$ cat src/rtl/alu_arbiter_pkg.sv
`default_nettype none
// ============================================================================
// Module   : alu_arbiter_pkg
// Purpose  : Shared definitions for the ALU arbiter slice. Holds the FSM state
//            encoding, default widths and the ALU opcode values used by
//            requesters and tests.
// Ports    : none (package)
// Revision : 1.0 - initial release
// ============================================================================
package alu_arbiter_pkg;

   localparam int WIDTH_DEF = 32;
   localparam int OP_W_DEF  = 4;

   typedef enum logic [1:0] {
      ST_IDLE  = 2'd0,
      ST_ISSUE = 2'd1,
      ST_RESP  = 2'd2
   } state_t;

   localparam logic [OP_W_DEF-1:0] ALU_ADD = 4'd0;
   localparam logic [OP_W_DEF-1:0] ALU_SUB = 4'd1;
   localparam logic [OP_W_DEF-1:0] ALU_AND = 4'd2;
   localparam logic [OP_W_DEF-1:0] ALU_OR  = 4'd3;
   localparam logic [OP_W_DEF-1:0] ALU_XOR = 4'd4;

endpackage
`default_nettype wire

$ cat src/rtl/alu_arbiter_if.sv
`default_nettype none
// ============================================================================
// Module   : alu_arbiter_if
// Purpose  : Bundles the two requester channels, the two response channels
//            and the ALU/source-mux side of the arbiter.
// Ports    : slave  - seen from the arbiter
//            master - seen from the requesters/ALU environment
// Revision : 1.0 - initial release
// ============================================================================
interface alu_arbiter_if
   import alu_arbiter_pkg::*;
#(
   parameter int WIDTH = WIDTH_DEF,
   parameter int OP_W  = OP_W_DEF
);
   // requester 0 (execute path)
   logic             req0_valid;
   logic             req0_ready;
   logic [OP_W-1:0]  req0_op;
   logic [WIDTH-1:0] req0_a;
   logic [WIDTH-1:0] req0_reg;
   logic [WIDTH-1:0] req0_imm;
   logic             req0_is_reg;
   // requester 1 (auxiliary unit)
   logic             req1_valid;
   logic             req1_ready;
   logic [OP_W-1:0]  req1_op;
   logic [WIDTH-1:0] req1_a;
   logic [WIDTH-1:0] req1_reg;
   logic [WIDTH-1:0] req1_imm;
   logic             req1_is_reg;
   // ALU and source mux
   logic             alu_valid;
   logic [OP_W-1:0]  alu_op;
   logic [WIDTH-1:0] alu_a;
   logic [WIDTH-1:0] alu_register;
   logic [WIDTH-1:0] alu_immediate;
   logic             alu_is_reg;
   logic [WIDTH-1:0] alu_result;
   // responses
   logic             rsp0_valid;
   logic [WIDTH-1:0] rsp0_data;
   logic             rsp0_ready;
   logic             rsp1_valid;
   logic [WIDTH-1:0] rsp1_data;
   logic             rsp1_ready;

   modport slave (
      input  req0_valid, req0_op, req0_a, req0_reg, req0_imm, req0_is_reg,
      input  req1_valid, req1_op, req1_a, req1_reg, req1_imm, req1_is_reg,
      output req0_ready, req1_ready,
      output alu_valid, alu_op, alu_a, alu_register, alu_immediate, alu_is_reg,
      input  alu_result,
      output rsp0_valid, rsp0_data, rsp1_valid, rsp1_data,
      input  rsp0_ready, rsp1_ready
   );

   modport master (
      output req0_valid, req0_op, req0_a, req0_reg, req0_imm, req0_is_reg,
      output req1_valid, req1_op, req1_a, req1_reg, req1_imm, req1_is_reg,
      input  req0_ready, req1_ready,
      input  alu_valid, alu_op, alu_a, alu_register, alu_immediate, alu_is_reg,
      output alu_result,
      input  rsp0_valid, rsp0_data, rsp1_valid, rsp1_data,
      output rsp0_ready, rsp1_ready
   );

endinterface
`default_nettype wire

$ cat src/rtl/alu_arbiter_rr_arb2.sv
`default_nettype none
// ============================================================================
// Module   : alu_arbiter_rr_arb2
// Purpose  : Two-way round-robin grant, purely combinational.
// Ports    : req[1:0]  - request vector
//            last      - index granted most recently
//            gnt_valid - at least one request present
//            gnt       - granted index
// Revision : 1.0 - initial release
// ============================================================================
module alu_arbiter_rr_arb2 (
   input  logic [1:0] req,
   input  logic       last,
   output logic       gnt_valid,
   output logic       gnt
);

   always_comb begin
      gnt_valid = |req;
      gnt       = 1'b0;
      case (req)
         2'b10:   gnt = 1'b1;
         // on a tie the requester that was not served last wins
         2'b11:   gnt = ~last;
         default: gnt = 1'b0;
      endcase
   end

endmodule
`default_nettype wire

$ cat src/rtl/alu_arbiter.sv
`default_nettype none
// ============================================================================
// Module   : alu_arbiter
// Purpose  : Shares one combinational ALU and its register/immediate source
//            mux between two requesters. Round-robin grant, one operation in
//            flight: accept (IDLE) -> issue to ALU (ISSUE) -> respond (RESP).
// Ports    : clk   - system clock, rising edge
//            rst_n - asynchronous active-low reset
//            bus   - requester, ALU and response channels (slave modport)
// Revision : 1.0 - initial release
// ============================================================================
module alu_arbiter
   import alu_arbiter_pkg::*;
#(
   parameter int WIDTH = WIDTH_DEF,
   parameter int OP_W  = OP_W_DEF
) (
   input  logic          clk,
   input  logic          rst_n,
   alu_arbiter_if.slave  bus
);

   state_t           r_state;
   logic             r_last;
   logic             r_gnt;
   logic [OP_W-1:0]  r_op;
   logic [WIDTH-1:0] r_a;
   logic [WIDTH-1:0] r_reg;
   logic [WIDTH-1:0] r_imm;
   logic             r_is_reg;
   logic [WIDTH-1:0] r_result;

   logic             w_gnt_valid;
   logic             w_gnt;
   logic             w_accept;
   logic             w_rsp_ready;

   alu_arbiter_rr_arb2 u_arb (
      .req       ({bus.req1_valid, bus.req0_valid}),
      .last      (r_last),
      .gnt_valid (w_gnt_valid),
      .gnt       (w_gnt)
   );

   assign w_accept       = (r_state == ST_IDLE) && w_gnt_valid;
   assign bus.req0_ready = w_accept && !w_gnt;
   assign bus.req1_ready = w_accept &&  w_gnt;

   // ALU side is driven straight from the hold registers, so it only changes
   // when a new operation is captured and holds its value otherwise.
   assign bus.alu_valid     = (r_state == ST_ISSUE);
   assign bus.alu_op        = r_op;
   assign bus.alu_a         = r_a;
   assign bus.alu_register  = r_reg;
   assign bus.alu_immediate = r_imm;
   assign bus.alu_is_reg    = r_is_reg;

   assign bus.rsp0_valid = (r_state == ST_RESP) && !r_gnt;
   assign bus.rsp1_valid = (r_state == ST_RESP) &&  r_gnt;
   assign bus.rsp0_data  = r_result;
   assign bus.rsp1_data  = r_result;

   // the non-granted requester's ready is ignored
   assign w_rsp_ready = r_gnt ? bus.rsp1_ready : bus.rsp0_ready;

   always_ff @(posedge clk or negedge rst_n) begin
      if (!rst_n) begin
         r_state  <= ST_IDLE;
         r_last   <= 1'b1;
         r_gnt    <= 1'b0;
         r_op     <= '0;
         r_a      <= '0;
         r_reg    <= '0;
         r_imm    <= '0;
         r_is_reg <= 1'b0;
         r_result <= '0;
      end else begin
         case (r_state)
            ST_IDLE: begin
               if (w_gnt_valid) begin
                  r_gnt    <= w_gnt;
                  r_op     <= w_gnt ? bus.req1_op     : bus.req0_op;
                  r_a      <= w_gnt ? bus.req1_a      : bus.req0_a;
                  r_reg    <= w_gnt ? bus.req1_reg    : bus.req0_reg;
                  r_imm    <= w_gnt ? bus.req1_imm    : bus.req0_imm;
                  r_is_reg <= w_gnt ? bus.req1_is_reg : bus.req0_is_reg;
                  r_state  <= ST_ISSUE;
               end
            end
            ST_ISSUE: begin
               r_result <= bus.alu_result;
               r_state  <= ST_RESP;
            end
            ST_RESP: begin
               if (w_rsp_ready) begin
                  r_last  <= r_gnt;
                  r_state <= ST_IDLE;
               end
            end
            default: r_state <= ST_IDLE;
         endcase
      end
   end

endmodule
`default_nettype wire

$ cat src/flat_wrapper.sv
// flat-port wrapper written by rule: the top's interface ports become plain ports
module alu_arbiter_flat import alu_arbiter_pkg::*;
#(
   parameter int WIDTH = WIDTH_DEF,
   parameter int OP_W  = OP_W_DEF
)
  (clk, rst_n, bus_req0_valid, bus_req0_op, bus_req0_a, bus_req0_reg, bus_req0_imm, bus_req0_is_reg, bus_req1_valid, bus_req1_op, bus_req1_a, bus_req1_reg, bus_req1_imm, bus_req1_is_reg, bus_req0_ready, bus_req1_ready, bus_alu_valid, bus_alu_op, bus_alu_a, bus_alu_register, bus_alu_immediate, bus_alu_is_reg, bus_alu_result, bus_rsp0_valid, bus_rsp0_data, bus_rsp1_valid, bus_rsp1_data, bus_rsp0_ready, bus_rsp1_ready);
  alu_arbiter_if #(.WIDTH(WIDTH), .OP_W(OP_W)) bus_i ();
  input  logic clk;
  input  logic rst_n;
  input wire logic [$bits(bus_i.req0_valid)-1:0] bus_req0_valid;
  input wire logic [$bits(bus_i.req0_op)-1:0] bus_req0_op;
  input wire logic [$bits(bus_i.req0_a)-1:0] bus_req0_a;
  input wire logic [$bits(bus_i.req0_reg)-1:0] bus_req0_reg;
  input wire logic [$bits(bus_i.req0_imm)-1:0] bus_req0_imm;
  input wire logic [$bits(bus_i.req0_is_reg)-1:0] bus_req0_is_reg;
  input wire logic [$bits(bus_i.req1_valid)-1:0] bus_req1_valid;
  input wire logic [$bits(bus_i.req1_op)-1:0] bus_req1_op;
  input wire logic [$bits(bus_i.req1_a)-1:0] bus_req1_a;
  input wire logic [$bits(bus_i.req1_reg)-1:0] bus_req1_reg;
  input wire logic [$bits(bus_i.req1_imm)-1:0] bus_req1_imm;
  input wire logic [$bits(bus_i.req1_is_reg)-1:0] bus_req1_is_reg;
  output wire logic [$bits(bus_i.req0_ready)-1:0] bus_req0_ready;
  output wire logic [$bits(bus_i.req1_ready)-1:0] bus_req1_ready;
  output wire logic [$bits(bus_i.alu_valid)-1:0] bus_alu_valid;
  output wire logic [$bits(bus_i.alu_op)-1:0] bus_alu_op;
  output wire logic [$bits(bus_i.alu_a)-1:0] bus_alu_a;
  output wire logic [$bits(bus_i.alu_register)-1:0] bus_alu_register;
  output wire logic [$bits(bus_i.alu_immediate)-1:0] bus_alu_immediate;
  output wire logic [$bits(bus_i.alu_is_reg)-1:0] bus_alu_is_reg;
  input wire logic [$bits(bus_i.alu_result)-1:0] bus_alu_result;
  output wire logic [$bits(bus_i.rsp0_valid)-1:0] bus_rsp0_valid;
  output wire logic [$bits(bus_i.rsp0_data)-1:0] bus_rsp0_data;
  output wire logic [$bits(bus_i.rsp1_valid)-1:0] bus_rsp1_valid;
  output wire logic [$bits(bus_i.rsp1_data)-1:0] bus_rsp1_data;
  input wire logic [$bits(bus_i.rsp0_ready)-1:0] bus_rsp0_ready;
  input wire logic [$bits(bus_i.rsp1_ready)-1:0] bus_rsp1_ready;
  assign bus_i.req0_valid = bus_req0_valid;
  assign bus_i.req0_op = bus_req0_op;
  assign bus_i.req0_a = bus_req0_a;
  assign bus_i.req0_reg = bus_req0_reg;
  assign bus_i.req0_imm = bus_req0_imm;
  assign bus_i.req0_is_reg = bus_req0_is_reg;
  assign bus_i.req1_valid = bus_req1_valid;
  assign bus_i.req1_op = bus_req1_op;
  assign bus_i.req1_a = bus_req1_a;
  assign bus_i.req1_reg = bus_req1_reg;
  assign bus_i.req1_imm = bus_req1_imm;
  assign bus_i.req1_is_reg = bus_req1_is_reg;
  assign bus_req0_ready = bus_i.req0_ready;
  assign bus_req1_ready = bus_i.req1_ready;
  assign bus_alu_valid = bus_i.alu_valid;
  assign bus_alu_op = bus_i.alu_op;
  assign bus_alu_a = bus_i.alu_a;
  assign bus_alu_register = bus_i.alu_register;
  assign bus_alu_immediate = bus_i.alu_immediate;
  assign bus_alu_is_reg = bus_i.alu_is_reg;
  assign bus_i.alu_result = bus_alu_result;
  assign bus_rsp0_valid = bus_i.rsp0_valid;
  assign bus_rsp0_data = bus_i.rsp0_data;
  assign bus_rsp1_valid = bus_i.rsp1_valid;
  assign bus_rsp1_data = bus_i.rsp1_data;
  assign bus_i.rsp0_ready = bus_rsp0_ready;
  assign bus_i.rsp1_ready = bus_rsp1_ready;
  alu_arbiter #(.WIDTH(WIDTH), .OP_W(OP_W)) u_core (.clk(clk), .rst_n(rst_n), .bus(bus_i));
endmodule
$ cat config.mk
export PLATFORM = sky130hd
export DESIGN_NAME = alu_arbiter_flat
export DESIGN_NICKNAME = d
export VERILOG_FILES = /design/src/rtl/alu_arbiter_pkg.sv /design/src/rtl/alu_arbiter_if.sv /design/src/rtl/alu_arbiter_rr_arb2.sv /design/src/rtl/alu_arbiter.sv /design/src/flat_wrapper.sv
export SDC_FILE = /design/constraint.sdc
export NUM_CORES = 1
export LEC_CHECK = 0
export BUFFER_PORTS_ARGS = -buffer_cell sky130_fd_sc_hd__buf_2
export CAP_MARGIN = 20
export CORE_AREA = 2 2 158 160
export DETAILED_ROUTE_END_ITERATION = 16
export DIE_AREA = 0 0 160 162
export HOLD_SLACK_MARGIN = 0.12
export SLEW_MARGIN = 20
export SYNTH_ARGS = -nofsm -noshare
export SYNTH_HDL_FRONTEND = slang
export SYNTH_HIERARCHICAL = 1
export SYNTH_SLANG_ARGS = --single-unit
$ cat constraint.sdc
create_clock -name clk -period 2.6 [get_ports clk]
set_input_delay 0.26 -clock clk [delete_from_list [all_inputs] [get_ports clk]]
set_output_delay 0.26 -clock clk [all_outputs]
set_load 0.02 [all_outputs]
==> results of run 1 <==
[tightest hold or removal path: cells and delay by family]
family | cells | cell delay, ns
AO/OA/AOI/OAI | 1 | 0.13
buffers and inverters | 1 | 0.07
multiplexers | 1 | 0.06
[final cells by class]
| cell class | instances | area share |
|---|---|---|
| Antenna cell | 1 | 0.0002616 |
| Clock buffer | 17 | 0.04447 |
| Clock inverter | 15 | 0.01387 |
| Inverter | 3 | 0.001700 |
| Multi-Input combinational cell | 351 | 0.2744 |
| Sequential cell | 137 | 0.3585 |
| Tap cell | 324 | 0.04238 |
| Timing Repair Buffer | 451 | 0.2644 |
[timing repair]
item | 4_1_cts | 5_1_grt
gates resized for setup | 0 | 0
hold buffers | 34 | 0
hold endpoints to repair | 86 | 0
buffers inserted | 0 | 0
[stage by stage]
| step | std cells | total power [W] | area [µm²] | setup WS, ns | hold slack [ns] |
|---|---|---|---|---|---|
| after CTS | 1298 | 0.01246 | 9563 | 0.4949 | 0.1222 |
| after detailed placement | 1232 | 0.01004 | 8665 | 0.9174 | 0.2607 |
| after floorplan | 561 | 0.008414 | 6608 | 1.068 | -0.03559 |
| final | 1299 | 0.01229 | 9565 | 0.5540 | 0.1421 |
| after global routing | 1298 | 0.01310 | 9563 | 0.3801 | 0.1268 |
| after global placement | 1232 | 0.009946 | 8665 | 0.9587 | 0.2542 |
[Yosys cell counts, drive strengths merged]
cell	n
a21oi	101
mux2	32
or2	1
dfstp	1
and2	1
nand2b	1
nor2b	1
nand2	2
nor2	105
o21ai	2
o21bai	1
mux2i	101
inv	3
a21boi	1
o31ai	1
dfrtp	136
buf	70
a21o	1
[logic make-up (layout without fill, tap and decap cells)]
group	after synthesis	after routing	share of synthesized area
AOI/OAI and AO/OA	107	107	0.1110
buffers and inverters	73	486	0.08654
DFF	137	137	0.5190
muxes	133	133	0.2189
other	0	1	0
and+or+nand+nor	111	111	0.06457
[power by group through the flow]
stage / registers (W) / logic (W) / clock network (W)
final: 0.00386 / 0.00612 / 0.00231
after global routing: 0.00401 / 0.00659 / 0.00251
after CTS: 0.00387 / 0.00619 / 0.00240
after detailed placement: 0.00390 / 0.00615 / 0
after global placement: 0.00387 / 0.00608 / 0
after floorplan: 0.00509 / 0.00332 / 0
[routing by layer]
layer,track usage,wire [µm],up-vias
met5,0,0,-
met4,0.04791,276,0
met3,0.04367,1430,17
met2,0.2468,9384,232
met1,0.1626,7542,2452
li1,-,-,2692
[how the worst max path moves through the flow]
stage,endpoint,cells past startpoint,startpoint
3_3_place_gp,u_core/bus.alu_immediate[5]$_DFFE_PN0P_,6,u_core/r_state[1]$_DFFE_PN0P_
5_1_grt,bus_req1_ready,5,u_core/r_state[1]$_DFFE_PN0P_
2_1_floorplan,bus_req0_ready,5,u_core/r_last$_DFFE_PN1P_
6_report,bus_req1_ready,5,u_core/r_state[1]$_DFFE_PN0P_
3_5_place_dp,u_core/bus.alu_a[7]$_DFFE_PN0P_,6,u_core/r_state[1]$_DFFE_PN0P_
4_1_cts,bus_req1_ready,5,u_core/r_state[1]$_DFFE_PN0P_
==> metrics.md, run 1 <==
| Metric | Value |
|---|---|
| Setup Total Neg Slack | 0 ns |
| Largest net degree at the start of global routing | 83 |
| # nets final | 1201 |
| Share of layout cells above drive strength 1 | 0.5493 |
| Logic pwr share | 0.498 |
| Clock transition at path regs | 0.07 ns |
| Post-DRT Antenna Nets | 0 |
| Peak VDD IR | 0.5522 mV |
| Die area | 25920 µm² |
| Reg-to-reg slack, setup | 0.91 ns |
| WHS Path Cells | 3 |
| Synth warn | 6 |
| Fin. max-slew vios | 0 |
| Vias/cell | 4.152 |
| Global Route Usage Sum | 0.1403 |
| Post-route clock period utilization | 0.7869 |
| Most frequent cells in the layout | buf_2, dfrtp_1, nor2_1 |
| Worst r2r src | u_core/r_state[1]$_DFFE_PN0P_ |
| Slew margin rel. | 0.6404 |
| Clock buffer depth | 2 |
| Flop pwr share | 0.314 |
| Synth Area per Inst | 11.78 µm² |
| Pre-Repair DR Iteration Count | 4 |
| Via count | 5393 |
| Maxcap violations | 0 |
| Final wirelength | 18630 µm |
| PD cells | 1284 nW/µm² |
| Final Hold Vio Count | 0 |
| Seq cells post-synth | 137 |
| Die width | 160 µm |
| Cells after Synth | 561 |
| Synth area leader | dfrtp_1 |
| Seq. cell area | 3430 µm² |
| Leading post-synthesis cells by cell area | dfrtp_1, mux2i_1, a21oi_2 |
| Clk_lat worst skew | 0.42 ns |
| Commonest non-fill, non-tap cell in the layout | buf_2 |
| Detailed Place HPWL | 13900 µm |
| Total clock sinks | 137 |
| Area grow syn2layout | 44.76% |
| RSZ-0062 raised after global routing | no |
| WL/cell | 14.34 µm |
| FMAX | 0.4888 GHz |
| Crit path max-delay family | buffers and inverters |
| Crit start category | flip-flop |
| Fill cell count | 2401 |
| Die Y | 162 µm |
| Num rows | 57 |
| GPL Wtd Cong | 0.7706 |
| Yosys top cell area share | 0.5151 |
| Sequence of cells on the critical path | nor2_1 > nand2_1 > inv_6 > and2_1 > buf_2 |
| Fin util | 0.3968 |
| CTS Buf Count | 17 |
| # H-tree levels | 4 |
| P_int | 0.006794 W |
| Sw Share | 0.4469 |
| Worst EP arrival | 1.79 ns |
| CTS tree | yes |
| Hold WC Path Type | input port to flip-flop |
| Starting Density | 0.2741 |
| Synthesized cell area | 6608 µm² |
| Part of the power in the clock network | 0.188 |
| First-pass GRT wire length | 28610 µm |
| Initial antenna violation count | 1 |
| Worst min-delay path endpoint | u_core/bus.alu_a[6]$_DFFE_PN0P_ |
| Max FO, Critical Path | 47 |
| Status | finished, final reports clean |
| DRC Markers | 0 |
| Period minus WS final | 2.046 ns |
| Worst Setup End Kind | output pin |
| Largest stage delay, worst path | 0.42 ns |
| Slew @ Worst Pin | 0.5393 ns |
| Number of I/O pins | 410 |
| Root buffer cell | clkbuf_16 |
| Mapped Nets | 801 |
| Critical Path RT | 2.34 ns |
| CP max-delay cell | dfrtp_1 |
| Hold Startpoint | bus_req1_a[6] |
| Buf/Inv on CP | 2 |
| Pleak | 4.720 nW |
| WS Path Type | flip-flop to output pin |
| Layout Skew | 0.01061 ns |
| Synth unique cells | 23 |
| Net switching power figure | 0.005491 W |
| Grt total ovfl | 0 |
| DR iter-0 viols | 215 |
| Area of the core | 24110 µm² |
| Multi-input logic area | 2625 µm² |
| Final setup fails | 0 |
| Buffers on Ports | 409 |
| Reg2reg path depth | 6 |
| Sequential area share after synthesis | 0.5190 |
| Number of global-route vias before repair | 5281 |
| RR Endpoint | u_core/bus.alu_immediate[12]$_DFFE_PN0P_ |
Power figures use the tool's default switching activity.
==> run 2: changes to the inputs <==
--- a/config.mk
+++ b/config.mk
@@ -5,11 +5,12 @@
 export SDC_FILE = /design/constraint.sdc
 export NUM_CORES = 1
 export LEC_CHECK = 0
+export ABC_AREA = 1
 export BUFFER_PORTS_ARGS = -buffer_cell sky130_fd_sc_hd__buf_2
 export CAP_MARGIN = 20
-export CORE_AREA = 2 2 158 160
+export CORE_AREA = 2 2 160 162
 export DETAILED_ROUTE_END_ITERATION = 16
-export DIE_AREA = 0 0 160 162
+export DIE_AREA = 0 0 162 164
 export HOLD_SLACK_MARGIN = 0.12
 export SLEW_MARGIN = 20
 export SYNTH_ARGS = -nofsm -noshare
==> constraint.sdc (replaced) <==
create_clock -name clk -period 1.9 [get_ports clk]
set_input_delay 0.19 -clock clk [delete_from_list [all_inputs] [get_ports clk]]
set_output_delay 0.19 -clock clk [all_outputs]
set_load 0.02 [all_outputs]
==> metrics.md, run 2 <==
| Metric | Value |
|---|---|
| Number of I/O pins | 410 (unchanged) |
| Setup ws final | 0.09701 ns (-0.4570 ns) |
| Most frequent cell after synthesis | nand2_1 |
| Clock transition at path regs | 0.06 ns (about the same) |
| Post-synth ARST share | 1.000 (unchanged) |
| Seq cells post-synth | 137 (unchanged) |
| Commonest cells in the netlist | nand2_1, dfrtp_1, buf_4 |
| Mapped Nets | 1189 (+48%) |
| Critical Path RT | 2.24 ns (-0.10 ns) |
| Synth unique cells | 15 (-35%) |
| Post-route cell area | 11820 µm² (+24%) |
| Period minus WS final | 1.803 ns |
| Clock buffer depth | 2 (unchanged) |
| Place WS | 0.4029 ns (-0.5145 ns) |
| Fin. max-slew vios | 0 (unchanged) |
| Most frequent cells in the layout | nand2_1, buf_2, dlygate4sd3_1 |
| DRC Markers | 0 (unchanged) |
| Maxcap violations | 0 (unchanged) |
| Buffers on Ports | 409 (unchanged) |
| Synth warn | 6 (unchanged) |
| Layout Skew | 0.01338 ns (+0.002761 ns) |
| WL/cell | 15.12 µm (+5.4%) |
| Synth Area per Inst | 7.047 µm² (-40%) |
| Sequence of cells on the critical path | a21oi_4 > inv_4 > buf_16 > nand2_1 > nand2_1 > dlygate4sd3_1 > nand2_1 > nand2_1 |
| Post-DRT Antenna Nets | 0 (unchanged) |
| Die Y | 164 µm (+1.2%) |
| Total clock sinks | 137 (unchanged) |
| Synth area leader | dfrtp_1 |
| Hold WC Path Type | input port to flip-flop |
| Slew @ Worst Pin | 0.5108 ns (-0.02854 ns) |
| Final non-filler cell total | 1889 (+45%) |
| CP max-delay cell | dfstp_2 |
| Final wirelength | 28560 µm (+53%) |
| CTS tree | yes |
| Status | finished, final reports clean |
| # H-tree levels | 4 (unchanged) |
| WS Path Type | flip-flop to flip-flop |
| # diodes | 0 (-1) |
| Buf/Inv on CP | 3 (+1) |
| Max FO, Critical Path | 16 (-66%) |
| DP Cell Count | 1618 (+31%) |
| Root buffer cell | clkbuf_16 |
| Largest net degree at the start of global routing | 104 (+25%) |
| Slew margin rel. | 0.6595 (+0.01902) |
| PD cells | 1418 nW/µm² (+10%) |
| Vias/cell | 4.430 (+6.7%) |
| Die width | 162 µm (+1.3%) |
| Top FF cell, synth | dfrtp_1 |
| Via count | 8368 (+55%) |
| First-pass GRT wire length | 40880 µm (+43%) |
| Pre-Repair DR Iteration Count | 7 (+3) |
| Pleak | 6.858 nW (+45%) |
| FMAX | 0.5546 GHz |
| Initial antenna violation count | 1 (unchanged) |
| Die area | 26570 µm² (+2.5%) |
| # nets final | 1786 (+49%) |
| Global Route Usage Sum | 0.1952 (+0.05486) |
| Number of global-route vias before repair | 8359 (+58%) |
| Largest stage delay, worst path | 0.55 ns (+0.13 ns) |
| Starting Density | 0.2695 (-0.004650) |
| DR iter-0 viols | 551 (+160%) |
| GPL Wtd Cong | 0.7905 (+2.6%) |
| Yosys top cell area share | 0.5089 (-0.006167) |
| Synthesized cell area | 6688 µm² (+1.2%) |
| Share of layout cells above drive strength 1 | 0.2963 (-0.2529) |
| Grt total ovfl | 0 (unchanged) |
| Most frequent CP cell | nand2_1 |
| Worst Setup End Kind | flip-flop |
| Leading post-synthesis cells by cell area | dfrtp_1, nand2_1, buf_4 |
| Sequential area share after synthesis | 0.5128 (-0.006215) |
| Number of synthesized flops with an enable pin | 0 (unchanged) |
| Final setup fails | 0 (unchanged) |
| Crit start category | flip-flop |
| Total placed instance area | 8835 µm² (+2.0%) |
| Worst EP arrival | 2.14 ns (+0.35 ns) |
| CTS Buf Count | 17 (unchanged) |
| Peak VDD IR | 0.8472 mV (+53%) |
| Detailed Place HPWL | 15700 µm (+13%) |
| Area grow syn2layout | 76.74% |
| Fin util | 0.4763 (+0.07944) |
| Final Hold Vio Count | 0 (unchanged) |
| Commonest non-fill, non-tap cell in the layout | nand2_1 |
| Cells after Synth | 949 (+69%) |
| Clk_lat worst skew | 0.41 ns (about the same) |
| Post-route clock period utilization | 0.9489 |
| Area of the core | 24820 µm² (+3.0%) |
| Num rows | 58 (+1.8%) |
| Crit path max-delay family | buffers and inverters |
run 2: cell count changes after synthesis, moves of 2 or more:
cell and delta:
mux2i_1 -101, clkbuf_1 +9, inv_1 +2, mux2_2 -12, nor2_1 -97, buf_6 -16, nand2_1 +709, mux2_4 -20
a21oi_1 -50, buf_2 +16, buf_1 +2, a21oi_2 -50
run 2: final cells by class:
class | count | area [µm²]
inverter | 6 | 27.53
timing repair buffer | 660 | 4661
sequential | 137 | 3430
multi-input combinational | 724 | 2750
clock buffer | 20 | 446.7
clock inverter | 12 | 92.59
fill | 2327 | 13000
tap | 330 | 412.9
run 2: cells by family (layout without fill, tap and decap cells):
logic type	Yosys count	count (layout)	share of synthesized area
AND/OR/NAND/NOR	722	722	0.4062
flip-flops	137	137	0.5128
AO/OA/AOI/OAI	2	2	0.001495
buffers and inverters	88	698	0.07951
run 2: worst paths after layout:
path | end | cells past startpoint | slack (ns) | startpoint
worst max-delay path | u_core/bus.alu_a[3]$_DFFE_PN0P_ | 8 | 0.1 | u_core/r_last$_DFFE_PN1P_
worst min-delay path | u_core/bus.alu_register[19]$_DFFE_PN0P_ | 5 | 0.18 | bus_req1_reg[19]
worst max register to register | u_core/bus.alu_a[3]$_DFFE_PN0P_ | 8 | 0.1 | u_core/r_last$_DFFE_PN1P_
worst min register to register | u_core/bus.alu_immediate[11]$_DFFE_PN0P_ | 2 | 0.47 | u_core/bus.alu_immediate[11]$_DFFE_PN0P_
max in group asynchronous | u_core/r_last$_DFFE_PN1P_ | 3 | 0.98 | rst_n
min in group asynchronous | u_core/bus.alu_register[8]$_DFFE_PN0P_ | 2 | 0.28 | rst_n
run 2: what timing repair did:
item	in CTS	in global routing
gates resized for setup	0	4
endpoints found under the hold margin	271	0
buffers inserted	0	1
endpoints found under the setup margin	0	9
hold buffers	235	0
run 2: worst register-to-register path, delay by kind of cell (launching register included):
kind                   cells  cell delay, ns
AOI/OAI and AO/OA          1            0.08
buffers and inverters      3            0.83
DFF                        1            0.55
and+or+nand+nor            4            0.28
run 2: power by group:
group	internal (W)	switching, W	leakage [nW]
combinational	0.00285	0.00570	4.92
clock	0.00172	0.00131	0.242
sequential	0.00434	0.000844	1.70
run 2: layer usage:
layer | share of wire | vias up | track usage
met1 | 0.39 | 3762 | 0.2106
li1 | - | 3985 | -
met5 | 0 | - | 0
met2 | 0.49 | 507 | 0.3447
met3 | 0.079 | 114 | 0.05783
met4 | 0.043 | 0 | 0.1058
run 2: metrics by stage:
stage	setup TNS [ns]	hold WS, ns	total power [W]
floorplan	0	-0.1056	0.01063
global placement	0	0.1299	0.01308
detailed placement	0	0.1279	0.01318
CTS	0	0.1304	0.01671
global route	-0.004622	0.1534	0.01794
finish	0	0.1762	0.01676
